## src/rtl/hwag_coil_scheduler_if.sv

```systemverilog
// Bus bundle for the HWAG coil scheduler: angle input, config port and coil/spark/fault outputs.
// The master side (angle generator / CPU) drives inputs; the slave side is the scheduler.
interface hwag_coil_scheduler_if #(
  parameter int CHANNELS   = 4,
  parameter int ACNT_WIDTH = 24
);
  logic                  hwag_start;
  logic [ACNT_WIDTH-1:0] acnt_in;
  logic                  acnt_tick;
  logic                  cfg_we;
  logic [2:0]            cfg_ch;
  logic [1:0]            cfg_field;
  logic [ACNT_WIDTH-1:0] cfg_data;
  logic                  cfg_err;
  logic [CHANNELS-1:0]   coil_out;
  logic [CHANNELS-1:0]   spark_out;
  logic [CHANNELS-1:0]   fault_out;

  modport master (
    output hwag_start, acnt_in, acnt_tick, cfg_we, cfg_ch, cfg_field, cfg_data,
    input  cfg_err, coil_out, spark_out, fault_out
  );

  modport slave (
    input  hwag_start, acnt_in, acnt_tick, cfg_we, cfg_ch, cfg_field, cfg_data,
    output cfg_err, coil_out, spark_out, fault_out
  );
endinterface

```

## src/rtl/hwag_coil_scheduler.sv

```systemverilog
// N-channel ignition coil scheduler: per-channel phase/set/reset angles with staged commit at spark,
// per-channel enable and a max-dwell guard that latches a sticky fault.
module hwag_coil_scheduler #(
  parameter int                     CHANNELS    = 4,
  parameter int                     ACNT_WIDTH  = 24,
  parameter int                     ANGLE_MAX   = 3839,
  parameter int                     DWELL_WIDTH = 20,
  parameter logic [DWELL_WIDTH-1:0] MAX_DWELL   = 20'd800000
) (
  input  logic                   clk,
  input  logic                   rst,
  hwag_coil_scheduler_if.slave   bus
);

  localparam int AW = ACNT_WIDTH;
  localparam logic [AW:0]          L_MAX   = (AW+1)'(ANGLE_MAX);
  localparam logic [AW:0]          L_MOD   = L_MAX + (AW+1)'(1);
  localparam logic [DWELL_WIDTH-1:0] DW_SAT = '1;

  typedef enum logic [1:0] {S_IDLE, S_WAIT_SET, S_DWELL, S_FAULT} state_t;

  state_t              r_state [CHANNELS];
  state_t              w_next  [CHANNELS];
  logic [AW-1:0]       r_phase [CHANNELS];
  logic [AW-1:0]       r_set   [CHANNELS];
  logic [AW-1:0]       r_rang  [CHANNELS];
  logic [AW-1:0]       r_stg_phase [CHANNELS];
  logic [AW-1:0]       r_stg_set   [CHANNELS];
  logic [AW-1:0]       r_stg_rang  [CHANNELS];
  logic [DWELL_WIDTH-1:0] r_dwell  [CHANNELS];
  logic [DWELL_WIDTH-1:0] w_dwell_inc [CHANNELS];
  logic [AW:0]         w_sum   [CHANNELS];
  logic [AW-1:0]       w_loc   [CHANNELS];

  logic [CHANNELS-1:0] r_en, r_fault, r_coil, r_spark;
  logic [CHANNELS-1:0] w_spark, w_commit, w_ctrl_wr, w_stg_wr, w_clr;
  logic                r_cfg_err;
  logic                w_ch_ok, w_ang_ok, w_cfg_bad, w_wr_ok;

  assign w_ch_ok   = (int'(bus.cfg_ch) < CHANNELS);
  assign w_ang_ok  = (bus.cfg_data <= AW'(ANGLE_MAX));
  assign w_cfg_bad = bus.cfg_we & (~w_ch_ok | ((bus.cfg_field != 2'd3) & ~w_ang_ok));
  assign w_wr_ok   = bus.cfg_we & ~w_cfg_bad;

  // NOTE: every variable written in always_comb gets a default first so no latch is inferred.
  always_comb begin
    for (int ch = 0; ch < CHANNELS; ch++) begin
      w_sum[ch] = {1'b0, bus.acnt_in} + {1'b0, r_phase[ch]};
      if (w_sum[ch] > L_MAX) w_sum[ch] = w_sum[ch] - L_MOD;
      w_loc[ch]       = w_sum[ch][AW-1:0];
      w_dwell_inc[ch] = (r_dwell[ch] == DW_SAT) ? r_dwell[ch] : r_dwell[ch] + 1'b1;
      w_ctrl_wr[ch]   = w_wr_ok & (bus.cfg_field == 2'd3) & (bus.cfg_ch == 3'(ch));
      w_stg_wr[ch]    = w_wr_ok & (bus.cfg_field != 2'd3) & (bus.cfg_ch == 3'(ch));
      w_clr[ch]       = w_ctrl_wr[ch] & bus.cfg_data[1];
    end
  end

  always_comb begin
    for (int ch = 0; ch < CHANNELS; ch++) begin
      w_next[ch]   = r_state[ch];
      w_spark[ch]  = 1'b0;
      w_commit[ch] = 1'b0;
      case (r_state[ch])
        S_IDLE: begin
          w_commit[ch] = 1'b1;
          if (bus.hwag_start && r_en[ch]) w_next[ch] = S_WAIT_SET;
        end
        S_WAIT_SET: begin
          w_commit[ch] = ~bus.hwag_start;
          if (!(bus.hwag_start && r_en[ch]))
            w_next[ch] = S_IDLE;
          else if (bus.acnt_tick && (w_loc[ch] == r_set[ch]) && (r_set[ch] != r_rang[ch]))
            w_next[ch] = S_DWELL;
        end
        S_DWELL: begin
          if (!(bus.hwag_start && r_en[ch])) begin
            w_next[ch] = S_IDLE;
          end else if (bus.acnt_tick && (w_loc[ch] == r_rang[ch])) begin
            w_next[ch]   = S_WAIT_SET;
            w_spark[ch]  = 1'b1;
            w_commit[ch] = 1'b1;
          end else if (w_dwell_inc[ch] == MAX_DWELL) begin
            w_next[ch] = S_FAULT;
          end
        end
        S_FAULT: begin
          if (w_clr[ch]) w_next[ch] = S_IDLE;
        end
        default: w_next[ch] = S_IDLE;
      endcase
    end
  end

  // NOTE: sequential state uses non-blocking assignments so all registers update from pre-edge values.
  always_ff @(posedge clk) begin
    if (rst) begin
      r_cfg_err <= 1'b0;
      r_en      <= '0;
      r_fault   <= '0;
      r_coil    <= '0;
      r_spark   <= '0;
      // NOTE: the angle register arrays are reset explicitly; a cleared config is part of the reset state.
      for (int ch = 0; ch < CHANNELS; ch++) begin
        r_state[ch]     <= S_IDLE;
        r_phase[ch]     <= '0;
        r_set[ch]       <= '0;
        r_rang[ch]      <= '0;
        r_stg_phase[ch] <= '0;
        r_stg_set[ch]   <= '0;
        r_stg_rang[ch]  <= '0;
        r_dwell[ch]     <= '0;
      end
    end else begin
      r_cfg_err <= w_cfg_bad;
      for (int ch = 0; ch < CHANNELS; ch++) begin
        r_state[ch] <= w_next[ch];
        r_coil[ch]  <= (w_next[ch] == S_DWELL);
        r_spark[ch] <= w_spark[ch];
        r_dwell[ch] <= (r_state[ch] == S_DWELL) ? w_dwell_inc[ch] : '0;

        if ((r_state[ch] == S_DWELL) && (w_next[ch] == S_FAULT)) r_fault[ch] <= 1'b1;
        else if (w_clr[ch])                                      r_fault[ch] <= 1'b0;

        if (w_ctrl_wr[ch]) r_en[ch] <= bus.cfg_data[0];

        // Commit reads the pre-edge staging value, so a same-cycle write waits for the next commit.
        if (w_commit[ch]) begin
          r_phase[ch] <= r_stg_phase[ch];
          r_set[ch]   <= r_stg_set[ch];
          r_rang[ch]  <= r_stg_rang[ch];
        end

        if (w_stg_wr[ch]) begin
          case (bus.cfg_field)
            2'd0:    r_stg_phase[ch] <= bus.cfg_data;
            2'd1:    r_stg_set[ch]   <= bus.cfg_data;
            default: r_stg_rang[ch]  <= bus.cfg_data;
          endcase
        end
      end
    end
  end

  assign bus.cfg_err   = r_cfg_err;
  assign bus.coil_out  = r_coil;
  assign bus.spark_out = r_spark;
  assign bus.fault_out = r_fault;

endmodule

```

## src/flat_wrapper.sv

```systemverilog
// flat-port wrapper written by rule: the top's interface ports become plain ports
module hwag_coil_scheduler_flat 
#(
  parameter int                     CHANNELS    = 4,
  parameter int                     ACNT_WIDTH  = 24,
  parameter int                     ANGLE_MAX   = 3839,
  parameter int                     DWELL_WIDTH = 20,
  parameter logic [DWELL_WIDTH-1:0] MAX_DWELL   = 20'd800000
)
  (clk, rst, bus_hwag_start, bus_acnt_in, bus_acnt_tick, bus_cfg_we, bus_cfg_ch, bus_cfg_field, bus_cfg_data, bus_cfg_err, bus_coil_out, bus_spark_out, bus_fault_out);
  hwag_coil_scheduler_if #(.CHANNELS(CHANNELS), .ACNT_WIDTH(ACNT_WIDTH)) bus_i ();
  input  logic clk;
  input  logic rst;
  input wire logic [$bits(bus_i.hwag_start)-1:0] bus_hwag_start;
  input wire logic [$bits(bus_i.acnt_in)-1:0] bus_acnt_in;
  input wire logic [$bits(bus_i.acnt_tick)-1:0] bus_acnt_tick;
  input wire logic [$bits(bus_i.cfg_we)-1:0] bus_cfg_we;
  input wire logic [$bits(bus_i.cfg_ch)-1:0] bus_cfg_ch;
  input wire logic [$bits(bus_i.cfg_field)-1:0] bus_cfg_field;
  input wire logic [$bits(bus_i.cfg_data)-1:0] bus_cfg_data;
  output wire logic [$bits(bus_i.cfg_err)-1:0] bus_cfg_err;
  output wire logic [$bits(bus_i.coil_out)-1:0] bus_coil_out;
  output wire logic [$bits(bus_i.spark_out)-1:0] bus_spark_out;
  output wire logic [$bits(bus_i.fault_out)-1:0] bus_fault_out;
  assign bus_i.hwag_start = bus_hwag_start;
  assign bus_i.acnt_in = bus_acnt_in;
  assign bus_i.acnt_tick = bus_acnt_tick;
  assign bus_i.cfg_we = bus_cfg_we;
  assign bus_i.cfg_ch = bus_cfg_ch;
  assign bus_i.cfg_field = bus_cfg_field;
  assign bus_i.cfg_data = bus_cfg_data;
  assign bus_cfg_err = bus_i.cfg_err;
  assign bus_coil_out = bus_i.coil_out;
  assign bus_spark_out = bus_i.spark_out;
  assign bus_fault_out = bus_i.fault_out;
  hwag_coil_scheduler #(.CHANNELS(CHANNELS), .ACNT_WIDTH(ACNT_WIDTH), .ANGLE_MAX(ANGLE_MAX), .DWELL_WIDTH(DWELL_WIDTH), .MAX_DWELL(MAX_DWELL)) u_core (.clk(clk), .rst(rst), .bus(bus_i));
endmodule
```

## config.mk

```make
export PLATFORM = sky130hd
export DESIGN_NAME = hwag_coil_scheduler_flat
export DESIGN_NICKNAME = d
export VERILOG_FILES = /design/src/rtl/hwag_coil_scheduler_if.sv /design/src/rtl/hwag_coil_scheduler.sv /design/src/flat_wrapper.sv
export SDC_FILE = /design/constraint.sdc
export NUM_CORES = 1
export LEC_CHECK = 0
export CAP_MARGIN = 20
export CORE_ASPECT_RATIO = 1.5
export CORE_MARGIN = 2
export CORE_UTILIZATION = 64
export DETAILED_ROUTE_END_ITERATION = 8
export PLACE_DENSITY = 0.83
export SLEW_MARGIN = 5
export SYNTH_ARGS = -nofsm -noshare
export SYNTH_HDL_FRONTEND = slang
export SYNTH_SLANG_ARGS = --single-unit
```

## constraint.sdc

```tcl
create_clock -name clk -period 13.55 [get_ports clk]
set_input_delay 1.355 -clock clk [delete_from_list [all_inputs] [get_ports clk]]
set_output_delay 1.355 -clock clk [all_outputs]
set_load 0.03 [all_outputs]
```

==> flow_summary.toml <==
[run_status]
status = "finished clean"

[worst_setup_path]
r2r_slack_ps = 6290
cp-startpoint = "bus_acnt_in[1]"
r2r_cells = 15
r2r_end = "u_core.r_phase[0][39]"
arrival_ps = 8650
critical_path_required_ps = 13850
critical_path_class = "input pin to flop"
setup.worst_path.end = "u_core.r_phase[0][39]"
start_kind = "input pin"
cp-end-kind = "flop"
critPathMaxFanout = 38
r2r-start = "u_core.r_phase[0][31]"

[clock_network]
ctsHoldBuffers = 0
max-clock-path-buffers = 3
cts_setup_buffers = 0
cts_tree = "done"
clock_sinks = 681
clk_latency_ps = 670
numCtsBuffers = 61
post_cts_resized = 0
path_clk_slew_ps = 60
htreeDepth = 2
root_buffer = "clkbuf_16"

[synth]
yosys-top-cells-count = "576 x edfxtp_1, 396 x and2_1, 259 x nor2_1, 216 x xnor2_1, 212 x nand2_1"
async_flop_share = 0
synth.top_cell.area_share = 0.431
synth.mux.area_fraction = 0.00792
synth_top_area_cell = "edfxtp_1"
yosysWarnings = 0
netlist_instances = 3841
synth_compound_area_frac = 0.140
synth_edf_count = 576
synthAdderAreaFrac = 0.0357
yosysUniqueCellTypes = 113
yosys.area_share.simple = 0.217
synth_most_common_cell = "edfxtp_1"
ys.flop_type = "edfxtp_1"
syn-cell-area_um2 = 40100
synth-xor-area-share = 0.0897
avgSynthCellArea_um2 = 10.4
synthTopCellsByArea = "edfxtp_1 43%, and2_1 6.2%, dfxtp_1 5.2%, xnor2_1 4.7%, xor2_1 4.0%"
synth_top_family_by_area = "simple AND/OR/NAND/NOR gates"
synth-seq-cells = 681
seq_area_frac_synth = 0.483

[sta]
finalHoldViolCount = 0
rsz0062_at_grt = "false"
slew_headroom = 0.177
tightest_slew_ps = 1200
skew_ps = 25.9
setup_viol = 0
period_minus_slack_ps = 8350
period_share = 0.616
final_max_slew_viol_count = 0
fmax_mhz = 120
fin_setup_tns_ps = 0

[drt]
ant_nets = 0
vias = 30400
routed_via_density = 6.29
wl_um = 106000
drt-initial-drc-count = 2518
dr.pass1.iters = 8
wl_per_cell_um = 21.9
drc = 0

[die]
io_pins = 71
initial_core_util = 0.646
fp.dieH_um = 311
core-area_um2 = 62100
dieArea_um2 = 64800
fp.dieW_um = 208
fp-row-count = 112

[pwr]
p_leak_nw = 16.3
cellPowerDensity_nw_per_um2 = 120
ir_drop_mv = 0.111

[global_route]
overflow = 0
grt_pass1_wl_um = 161000
grt_pass1_vias = 29300
grt_max_degree = 73
groute.usage.overall = 0.321
antenna_found_initial = 5

[final_layout]
fillers = 4549
synthToLayoutAreaGrowth_pct = 9.62
fin_util = 0.709
fin_nets = 4152
layout-drive-gt1-share = 0.0555

[job]
maxCapViolations = 0

[placed_design]
dp_hpwl_um = 76600
routabilityCongestion = 0.980
numPortBuffers = 70

[worst_hold_path]
min_path_type = "flop to flop"
## metal layers
metal | part of all wire | track usage
met1 | 0.38 | 0.384
met2 | 0.49 | 0.558
met3 | 0.068 | 0.0439
met4 | 0.061 | 0.178
met5 | 0.00026 | 0
## worst min path at each step
stage | from | end | cells past startpoint | slack [ps]
after floorplan | u_core.r_en[2] | u_core.r_en[2] | 2 | 440
final | u_core.r_en[1] | u_core.r_en[1] | 2 | 480
after detailed placement | u_core.bus.fault_out[2] | u_core.bus.fault_out[2] | 2 | 470
after CTS | u_core.r_en[1] | u_core.r_en[1] | 2 | 480
after global routing | u_core.bus.fault_out[2] | u_core.bus.fault_out[2] | 2 | 500
after global placement | u_core.bus.fault_out[2] | u_core.bus.fault_out[2] | 2 | 470
## sequential cells by signal, indices dropped and copies added (netlist names)
name / flops
u_core.r_stg_rang: 96
u_core.r_state: 8
u_core.bus.coil_out: 4
u_core.bus.spark_out: 4
u_core.bus.fault_out: 4
u_core.r_set: 96
u_core.r_stg_phase: 96
u_core.r_rang: 96
u_core.r_stg_set: 96
u_core.r_en: 4
u_core.r_dwell: 80
u_core.r_phase: 96
u_core.bus.cfg_err: 1
## per-stage QoR
step | instance area, um^2 | cells | worst slack, ps | hold WS, ps | total power [W]
final | 44000 | 4834 | 5200 | 484 | 0.00528
after global routing | 44000 | 4832 | 4790 | 496 | 0.00548
after CTS | 43900 | 4829 | 5300 | 483 | 0.00528
after detailed placement | 41900 | 4714 | 4610 | 467 | 0.00355
after global placement | 41900 | 4713 | 4880 | 465 | 0.00354
after floorplan | 40700 | 3984 | 2640 | 445 | 0.00325
## layout make-up
type | count | area [um^2] | area share
diodes | 2 | 5.00 | 0.000114
multi-input cells | 3053 | 20300 | 0.461
flip-flops and latches | 681 | 19400 | 0.441
inverters | 80 | 300 | 0.00683
clock buffers | 76 | 1620 | 0.0369
clock inverters | 39 | 389 | 0.00884
repair buffers | 105 | 991 | 0.0225
well taps | 798 | 998 | 0.0227
## cell families (layout without fill, tap and decap cells)
family / Yosys count / after routing
AOI/OAI and AO/OA: 781 / 781
xor gates and xnor gates: 403 / 403
adders and majority gates: 112 / 112
buffers and inverters: 250 / 300
DFF: 681 / 681
muxes: 31 / 31
other: 1 / 146
and+or+nand+nor: 1582 / 1582
## cells in the final DEF, fill, tap and decap left out, types with 108 or more instances in the layout
master	Yosys	layout
edfxtp_1	576	576
and2_1	396	396
nor2_1	259	259
xnor2_1	216	216
nand2_1	212	210
xor2_1	182	182
a21oi_1	166	166
conb_1	1	144
nand3_1	114	114
ha_1	108	108
## power by group
group / switching (W) / internal [W] / total, W
combinational: 0.000686 / 0.000405 / 0.00109
sequential: 0.0000622 / 0.00238 / 0.00245
clock: 0.000787 / 0.000954 / 0.00174
total: 0.00154 / 0.00374 / 0.00528
## worst max-delay path: stages
cell and delay (ps):
clkdlybuf4s50_1 640, inv_1 260, fa_1 520, nor2b_1 190, o31a_1 240, o21ai_0 180, a2111oi_0 1030, nor2_1 120
a311oi_1 450, nand2_1 230, or4_1 840, and3_1 360, a2111oi_2 480, nand4_1 280, o21ai_0 240, a21o_2 670
buf_4 530
Power figures use the tool's default switching activity.
